<file path="config.mk">
export PLATFORM = sky130hd
export DESIGN_NAME = wr_gate_fifo
export DESIGN_NICKNAME = d
export VERILOG_FILES = /design/src/rtl/wr_gate_fifo.sv
export SDC_FILE = /design/constraint.sdc
export NUM_CORES = 1
export LEC_CHECK = 0
export ABC_CLOCK_PERIOD_IN_PS = 3800
export BUFFER_PORTS_ARGS = -buffer_cell sky130_fd_sc_hd__buf_2
export CAP_MARGIN = 25
export CORE_MARGIN = 2
export CORE_UTILIZATION = 59
export DETAILED_ROUTE_END_ITERATION = 16
export GPL_TIMING_DRIVEN = 0
export PLACE_DENSITY_LB_ADDON = 0.1
export SYNTH_ARGS = -nofsm -noshare
export SYNTH_HDL_FRONTEND = slang
export SYNTH_SLANG_ARGS = --single-unit
export TNS_END_PERCENT = 100
</file>
<file path="constraint.sdc">
create_clock -name clk -period 3.8 [get_ports clk]
set_input_delay 0.76 -clock clk [delete_from_list [all_inputs] [get_ports clk]]
set_output_delay 0.76 -clock clk [all_outputs]
set_load 0.02 [all_outputs]
</file>
<file path="src/rtl/wr_gate_fifo.sv">
// -----------------------------------------------------------------------------
// wr_gate_fifo
//
// Synchronous single-clock FIFO whose writes are qualified by an upstream
// write-permit (enable). Reads are registered with a one-cycle latency.
// Error conditions are reported as one-cycle pulses.
//
// Parameters:
//   WIDTH      data word width in bits
//   DEPTH      number of storage entries (power of two, >= 2)
//
// Ports:
//   clk        clock, all logic on the rising edge
//   rst        synchronous active-high reset
//   enable     write-permit qualifier
//   write      write request
//   wdata      write data, sampled with write
//   read       read request
//   rdata      registered read data, holds when no pop occurs
//   rvalid     one-cycle strobe: rdata holds a newly popped word
//   full       count == DEPTH
//   empty      count == 0
//   count      current occupancy
//   wr_err     pulse: write seen while enable low
//   overflow   pulse: enabled write rejected because full
//   underflow  pulse: read rejected because empty
//   viol_cnt   (only with WR_GATE_VIOL_CNT_EN) saturating count of cycles
//              with write & !enable
//
// Optional feature macro: WR_GATE_VIOL_CNT_EN
// -----------------------------------------------------------------------------
module wr_gate_fifo #(
  parameter int WIDTH = 8,
  parameter int DEPTH = 16
) (
  input  logic                     clk,
  input  logic                     rst,
  input  logic                     enable,
  input  logic                     write,
  input  logic [WIDTH-1:0]         wdata,
  input  logic                     read,
  output logic [WIDTH-1:0]         rdata,
  output logic                     rvalid,
  output logic                     full,
  output logic                     empty,
  output logic [$clog2(DEPTH):0]   count,
  output logic                     wr_err,
  output logic                     overflow,
  output logic                     underflow
`ifdef WR_GATE_VIOL_CNT_EN
  ,
  output logic [7:0]               viol_cnt
`endif
);

  localparam int AW = $clog2(DEPTH);
  localparam int CW = AW + 1;
  localparam logic [CW-1:0] FULL_CNT = CW'(DEPTH);

  logic [WIDTH-1:0] mem_r [0:DEPTH-1];
  logic [AW-1:0]    wr_ptr_r;
  logic [AW-1:0]    rd_ptr_r;
  logic [CW-1:0]    count_r;
  logic [WIDTH-1:0] rdata_r;
  logic             rvalid_r;
  logic             wr_err_r;
  logic             overflow_r;
  logic             underflow_r;

  logic             full_s;
  logic             empty_s;
  logic             push_s;
  logic             pop_s;

  // Status flags decode from the registered occupancy only.
  assign full_s  = (count_r == FULL_CNT);
  assign empty_s = (count_r == {CW{1'b0}});

  // Full is judged before any same-cycle pop, so a write at full is always
  // rejected even when a read frees a slot in the same cycle.
  assign push_s = write & enable & ~full_s;
  assign pop_s  = read & ~empty_s;

  // Storage array: written only on an accepted push, never reset.
  always_ff @(posedge clk) begin
    if (push_s && !rst) begin
      mem_r[wr_ptr_r] <= wdata;
    end
  end

  // Pointers and occupancy; DEPTH is a power of two so pointers wrap naturally.
  always_ff @(posedge clk) begin
    if (rst) begin
      wr_ptr_r <= {AW{1'b0}};
      rd_ptr_r <= {AW{1'b0}};
      count_r  <= {CW{1'b0}};
    end else begin
      if (push_s) begin
        wr_ptr_r <= wr_ptr_r + AW'(1);
      end
      if (pop_s) begin
        rd_ptr_r <= rd_ptr_r + AW'(1);
      end
      case ({push_s, pop_s})
        2'b10:   count_r <= count_r + CW'(1);
        2'b01:   count_r <= count_r - CW'(1);
        default: count_r <= count_r;
      endcase
    end
  end

  // Registered read port: rdata holds its value unless a pop occurs.
  always_ff @(posedge clk) begin
    if (rst) begin
      rdata_r  <= {WIDTH{1'b0}};
      rvalid_r <= 1'b0;
    end else begin
      rvalid_r <= pop_s;
      if (pop_s) begin
        rdata_r <= mem_r[rd_ptr_r];
      end
    end
  end

  // Error pulses, one per offending cycle; suppressed in reset cycles.
  always_ff @(posedge clk) begin
    if (rst) begin
      wr_err_r    <= 1'b0;
      overflow_r  <= 1'b0;
      underflow_r <= 1'b0;
    end else begin
      wr_err_r    <= write & ~enable;
      overflow_r  <= write & enable & full_s;
      underflow_r <= read & empty_s;
    end
  end

`ifdef WR_GATE_VIOL_CNT_EN
  logic [7:0] viol_cnt_r;

  // Saturating count of cycles carrying a write without permit.
  always_ff @(posedge clk) begin
    if (rst) begin
      viol_cnt_r <= 8'd0;
    end else if (write && !enable && (viol_cnt_r != 8'hFF)) begin
      viol_cnt_r <= viol_cnt_r + 8'd1;
    end else begin
      viol_cnt_r <= viol_cnt_r;
    end
  end

  assign viol_cnt = viol_cnt_r;
`endif

  assign rdata     = rdata_r;
  assign rvalid    = rvalid_r;
  assign full      = full_s;
  assign empty     = empty_s;
  assign count     = count_r;
  assign wr_err    = wr_err_r;
  assign overflow  = overflow_r;
  assign underflow = underflow_r;

endmodule

</file>
After elaboration in Yosys (flattened, before gate mapping)
Memories as Yosys holds them, arrays and structs flattened. A register that Yosys moved wholly into a read port is not among the register bits.
Index checks and enable logic that the tools add are counted.
{"block": "classes", "n_addsub": 4, "multipliers": 0, "n_div": 0, "n_lt_le_gt_ge": 0, "n_eq_ne": 3, "shift": 0, "n_mux": 3, "n_bitwise": 9, "n_reduce_logical": 4}
{"operator": "case mux 5 bit (2 select lines)", "n": 1}
{"operator": "adder 4 x 1 -> 4 bit (second input constant)", "n": 2}
{"operator": "AND 1 bit", "n": 6}
{"operator": "adder 5 x 1 -> 5 bit (second input constant)", "n": 1}
{"operator": "equality test 5 bit (second input constant)", "n": 1}
{"operator": "logical NOT 5 bit", "n": 1}
{"operator": "subtractor 5 x 1 -> 5 bit (second input constant)", "n": 1}
{"operator": "inverter 1 bit", "n": 3}
{"operator": "equality test 2 x 1 -> 1 bit (second input constant)", "n": 1}
{"operator": "equality test 2 bit (second input constant)", "n": 1}
{"operator": "2-to-1 mux 1 bit", "n": 2}
{"operator": "nonzero test 2 bit", "n": 1}
{"operator": "logical AND 1 bit", "n": 1}
{"operator": "logical NOT 1 bit", "n": 1}
{"block": "totals", "register_bits": 17, "latch_bits": 0, "ramBits": 128, "rom_bits": 0, "elab_cells": 31, "n_memories": 1}
{"name": "mem_r", "words": 16, "width": 8, "rd": 1, "rd_clocked_by_memory_dff": 1, "write_ports": 1, "line": "60", "rtl": "logic [WIDTH-1:0] mem_r [0:DEPTH-1];"}

Longest topological paths before layout
{"block": "depth", "word_depth": 6, "depth_mapped": 11, "depth_no_buf": 11}

Worst setup path after synthesis
Ideal clock, no wire load.
{"block": "synth_path", "path_type": "input to register", "start": "input read", "end": "register count_r[4], in the netlist count[4]", "setup_ns": 0.123, "arrival_ns": 2.913, "required_time_ns": 3.677, "slack_ns": 0.764, "stages": 10, "path_cell_list": "a21boi_1 clkbuf_1 ha_1 inv_1 fa_1 nor2b_1 o21ai_1 nand3_1 or3b_1 mux2_1"}
{"block": "synth_via", "elab_chain_len": 3}
{"item": "start, declared", "line": "41", "rtl": "input logic read,"}
{"item": "AND 1 bit (*)", "line": "82", "rtl": "assign pop_s = read & ~empty_s;"}
{"item": "via pop_s", "line": "73", "rtl": "logic pop_s;"}
{"item": "equality test 2 x 1 -> 1 bit or equality test 2 bit (tied branches)", "line": "104", "rtl": "case ({push_s, pop_s})"}
{"item": "case mux 5 bit (2 select lines) or nonzero test 2 bit (tied branches)"}
{"item": "end signal, assigned", "line": "105", "rtl": "2'b10: count_r <= count_r + CW'(1);"}
{"item": "end signal, assigned", "line": "106", "rtl": "2'b01: count_r <= count_r - CW'(1);"}
{"item": "end signal, assigned", "line": "107", "rtl": "default: count_r <= count_r;"}
{"item": "end, declared", "line": "63", "rtl": "logic [CW-1:0] count_r;"}
The timed path passes the listed nets; every way through them passes the cells marked *.
A chain may end at the register's enable or synchronous reset.

Worst setup path after layout
{"block": "layout_path", "start": "register count_r[0], in the netlist count[0]", "end": "register count_r[4], in the netlist count[4]"}
{"block": "layout_via", "elab_chain_len": 5}
{"item": "start signal, assigned", "line": "96", "rtl": "count_r <= {CW{1'b0}};"}
{"item": "start signal, assigned", "line": "105"}
{"item": "start signal, assigned", "line": "106"}
{"item": "logical NOT 5 bit (*)", "line": "77", "rtl": "assign empty_s = (count_r == {CW{1'b0}});"}
{"item": "inverter 1 bit (*)", "line": "82"}
{"item": "AND 1 bit (*)", "line": "82"}
{"item": "via pop_s", "line": "73"}
{"item": "equality test 2 x 1 -> 1 bit or equality test 2 bit (tied branches)", "line": "104"}
{"item": "case mux 5 bit (2 select lines) or nonzero test 2 bit (tied branches)"}
Marks and branches as above.

==> out/results.ini <==
[outcome]
status=complete, no violations

[drt]
viasPerCell=5.76
ant_nets=0
drc=0
drt_iter0_drc=283
routedWlPerCell_um=20.0
wirelength_um=12000
drt_pass1_iterations=5
vias=3470

[power_and_ir_drop]
finalPower_mw=4.32
power_density_mw_per_mm2=614
peakVddDrop_mv=0.335
p_leak_nw=2.32

[sta]
hold_viol_final=0
setup_violations=0
fin_crit_sh_pct=89.1
finalClockSkew_ns=0.00650
drv_slew=0
rsz0062_at_grt=no
maxSlewHeadroom_pct=40.7
finalCriticalPeriod_ns=3.38
layout_setup_ws_ns=0.416
max_freq_ghz=0.295
tightest_slew_ns=0.886
timing.setup.tns_ns=0

[critical_path]
worst_path_max_delay_cell=clkbuf_1
path_class=reg -> reg
crit_buf_inv=2
crit_path_start_kind=flop
max_stage_delay_ns=0.54
end_kind=flop
cp_cell_sequence=nor4_2, a21boi_1, clkbuf_1, ha_1, inv_1, fa_1, nor2b_1, o21ai_1, nand3_1, or3b_1, mux2_1
cp.arrival_ns=3.80
crit_fanout=10
crit_family=adder cells
cp.required_ns=4.21

[placement]
gp_congestion=0.808
io_buffers=30
dp_hpwl_um=8020
pre_cts_slack_ns=0.138
placed_cells=569

[clock_network]
path_clk_slew_ns=0.06
h-tree-depth=4
cts_resized=0
cts_tree=done
root_buffer=clkbuf_8
cts_setup_buffers=0
cts_buffer_depth=2
cts.sinks=153
clkLatencyLatePin_ns=0.52
cts_hold_buf=0
cts_buffers=17

[synthesis]
seq_area_frac_synth_pct=71.1
ys_ff_latch=153
syn_inst=400
ys_warn_count=0
avgSynthCellArea_um2=15.3
async_reset_ff_share_pct=0
synth_top_area_share_pct=62.9
synth-compound-area-share_pct=5.08
synth.area.top_cells=edfxtp_1, mux2i_1, dfxtp_1
synth_top_family_by_area=multiplexers
ys_types=36
synthXorXnorAreaFrac_pct=1.15
synth-simple-area-share_pct=6.74
yosysMostFrequentCell=edfxtp_1
synth_edf_count=128
muxShareOfSynthArea_pct=11.0
synth_flop_cell=edfxtp_1
synthTopCellsByCount=edfxtp_1, mux2i_1, nor2_1
yosysTopAreaCell=edfxtp_1
syn_nets=423
synth_fa_ha_area_share_pct=2.17
synthesis.area_mm2=0.00611

[floorplan]
fp-row-count=37
die_w_um=106
core_mm2=0.0102
initial_core_util_pct=60.0
die_y_um=106
dieArea_mm2=0.0112
ioPinCount=32

[global_route]
grt_pass1_wl_um=18800
grt_start_max_net_pins=17
grtUsageTotal_pct=23.5
grt-ovfl-total=0
grt_pass1_vias=3385
antenna_found_initial=0

[cells_and_area]
final_nets=476
drive_gt1_share_pct=17.2
area_growth_pct=15.3
fin_cells=602
antennaDiodeCount=0
nFillCells=723

[worst_hold_path]
hp-class=in -> reg

[run]
drv_cap=0

[placed cells by master (no fill, tap or decap), drive strengths merged, types with 2 or more instances in the layout]
cell type	n
nor4	9
clkinv	3
clkinvlp	4
o22ai	32
inv	10
a211oi	8
nor3b	3
nand3	2
ha	9
nand4	2
nand2b	2
xor2	5
or3b	3
nand2	10
nand3b	3
a21oi	6
nor2	37
edfxtp	128
nor2b	3
xnor2	3
dfxtp	25
mux2i	66
buf	48
nor3	6
bufinv	3
clkbuf	29
[registers in the layout (all words and copies together) (netlist names)]
name / cells
rd_ptr_r: 4
underflow: 1
wr_ptr_r: 4
count: 5
overflow: 1
mem_r: 128
wr_err: 1
rvalid: 1
rdata: 8
[logic make-up after synthesis]
group	Yosys count
flops	153
simple gates	82
mux	67
compound gates	49
buf+inv	31
fa+ha+maj	10
xor+xnor	8
[routing by layer]
layer | GRT usage [%] | share of wire, % | vias to the layer above | wire [um]
met5 | 0 | 0 | - | 0
met4 | 10.9 | 3.2 | 0 | 380
met3 | 6.12 | 6.4 | 25 | 769
met2 | 37.1 | 49 | 119 | 5920
met1 | 30.8 | 41 | 1696 | 4960
li1 | - | - | 1630 | -
[final cells by class]
type                       instances  area (um^2)  area share, %
inverter                           9         33.8          0.480
clock inverter                    11          148           2.10
timing repair buffer              34          175           2.49
buffer                            22          133           1.88
clock buffer                      21          439           6.24
tap                              136          170           2.42
sequential                       153         4340           61.7
multi-input combinational        216         1600           22.7
[worst paths after layout]
path         depth (start not counted)  slack [ns]                     to                   from
max                                 11        0.42  count[4]$_SDFFE_PP0P_  count[0]$_SDFFE_PP0P_
min                                  2        0.41      wr_err$_SDFF_PP0_                 enable
max reg2reg                         11        0.42  count[4]$_SDFFE_PP0P_  count[0]$_SDFFE_PP0P_
min reg2reg                          2        0.50  rdata[0]$_SDFFE_PP0P_  rdata[0]$_SDFFE_PP0P_
[power breakdown]
part	total, mW	switching (mW)	internal, mW
clock network	1.65	0.634	1.02
registers	1.96	0.0562	1.90
logic	0.716	0.461	0.255
[through the flow]
stage	hold slack (ns)	area (um^2)	utilization, %
after floorplan	0.554	6110	-
after global placement	0.491	6430	63.1
after detailed placement	0.491	6450	63.3
after CTS	0.393	7030	69.1
after global routing	0.410	7040	69.1
final	0.408	7040	69.1
Power figures use the tool's default switching activity.
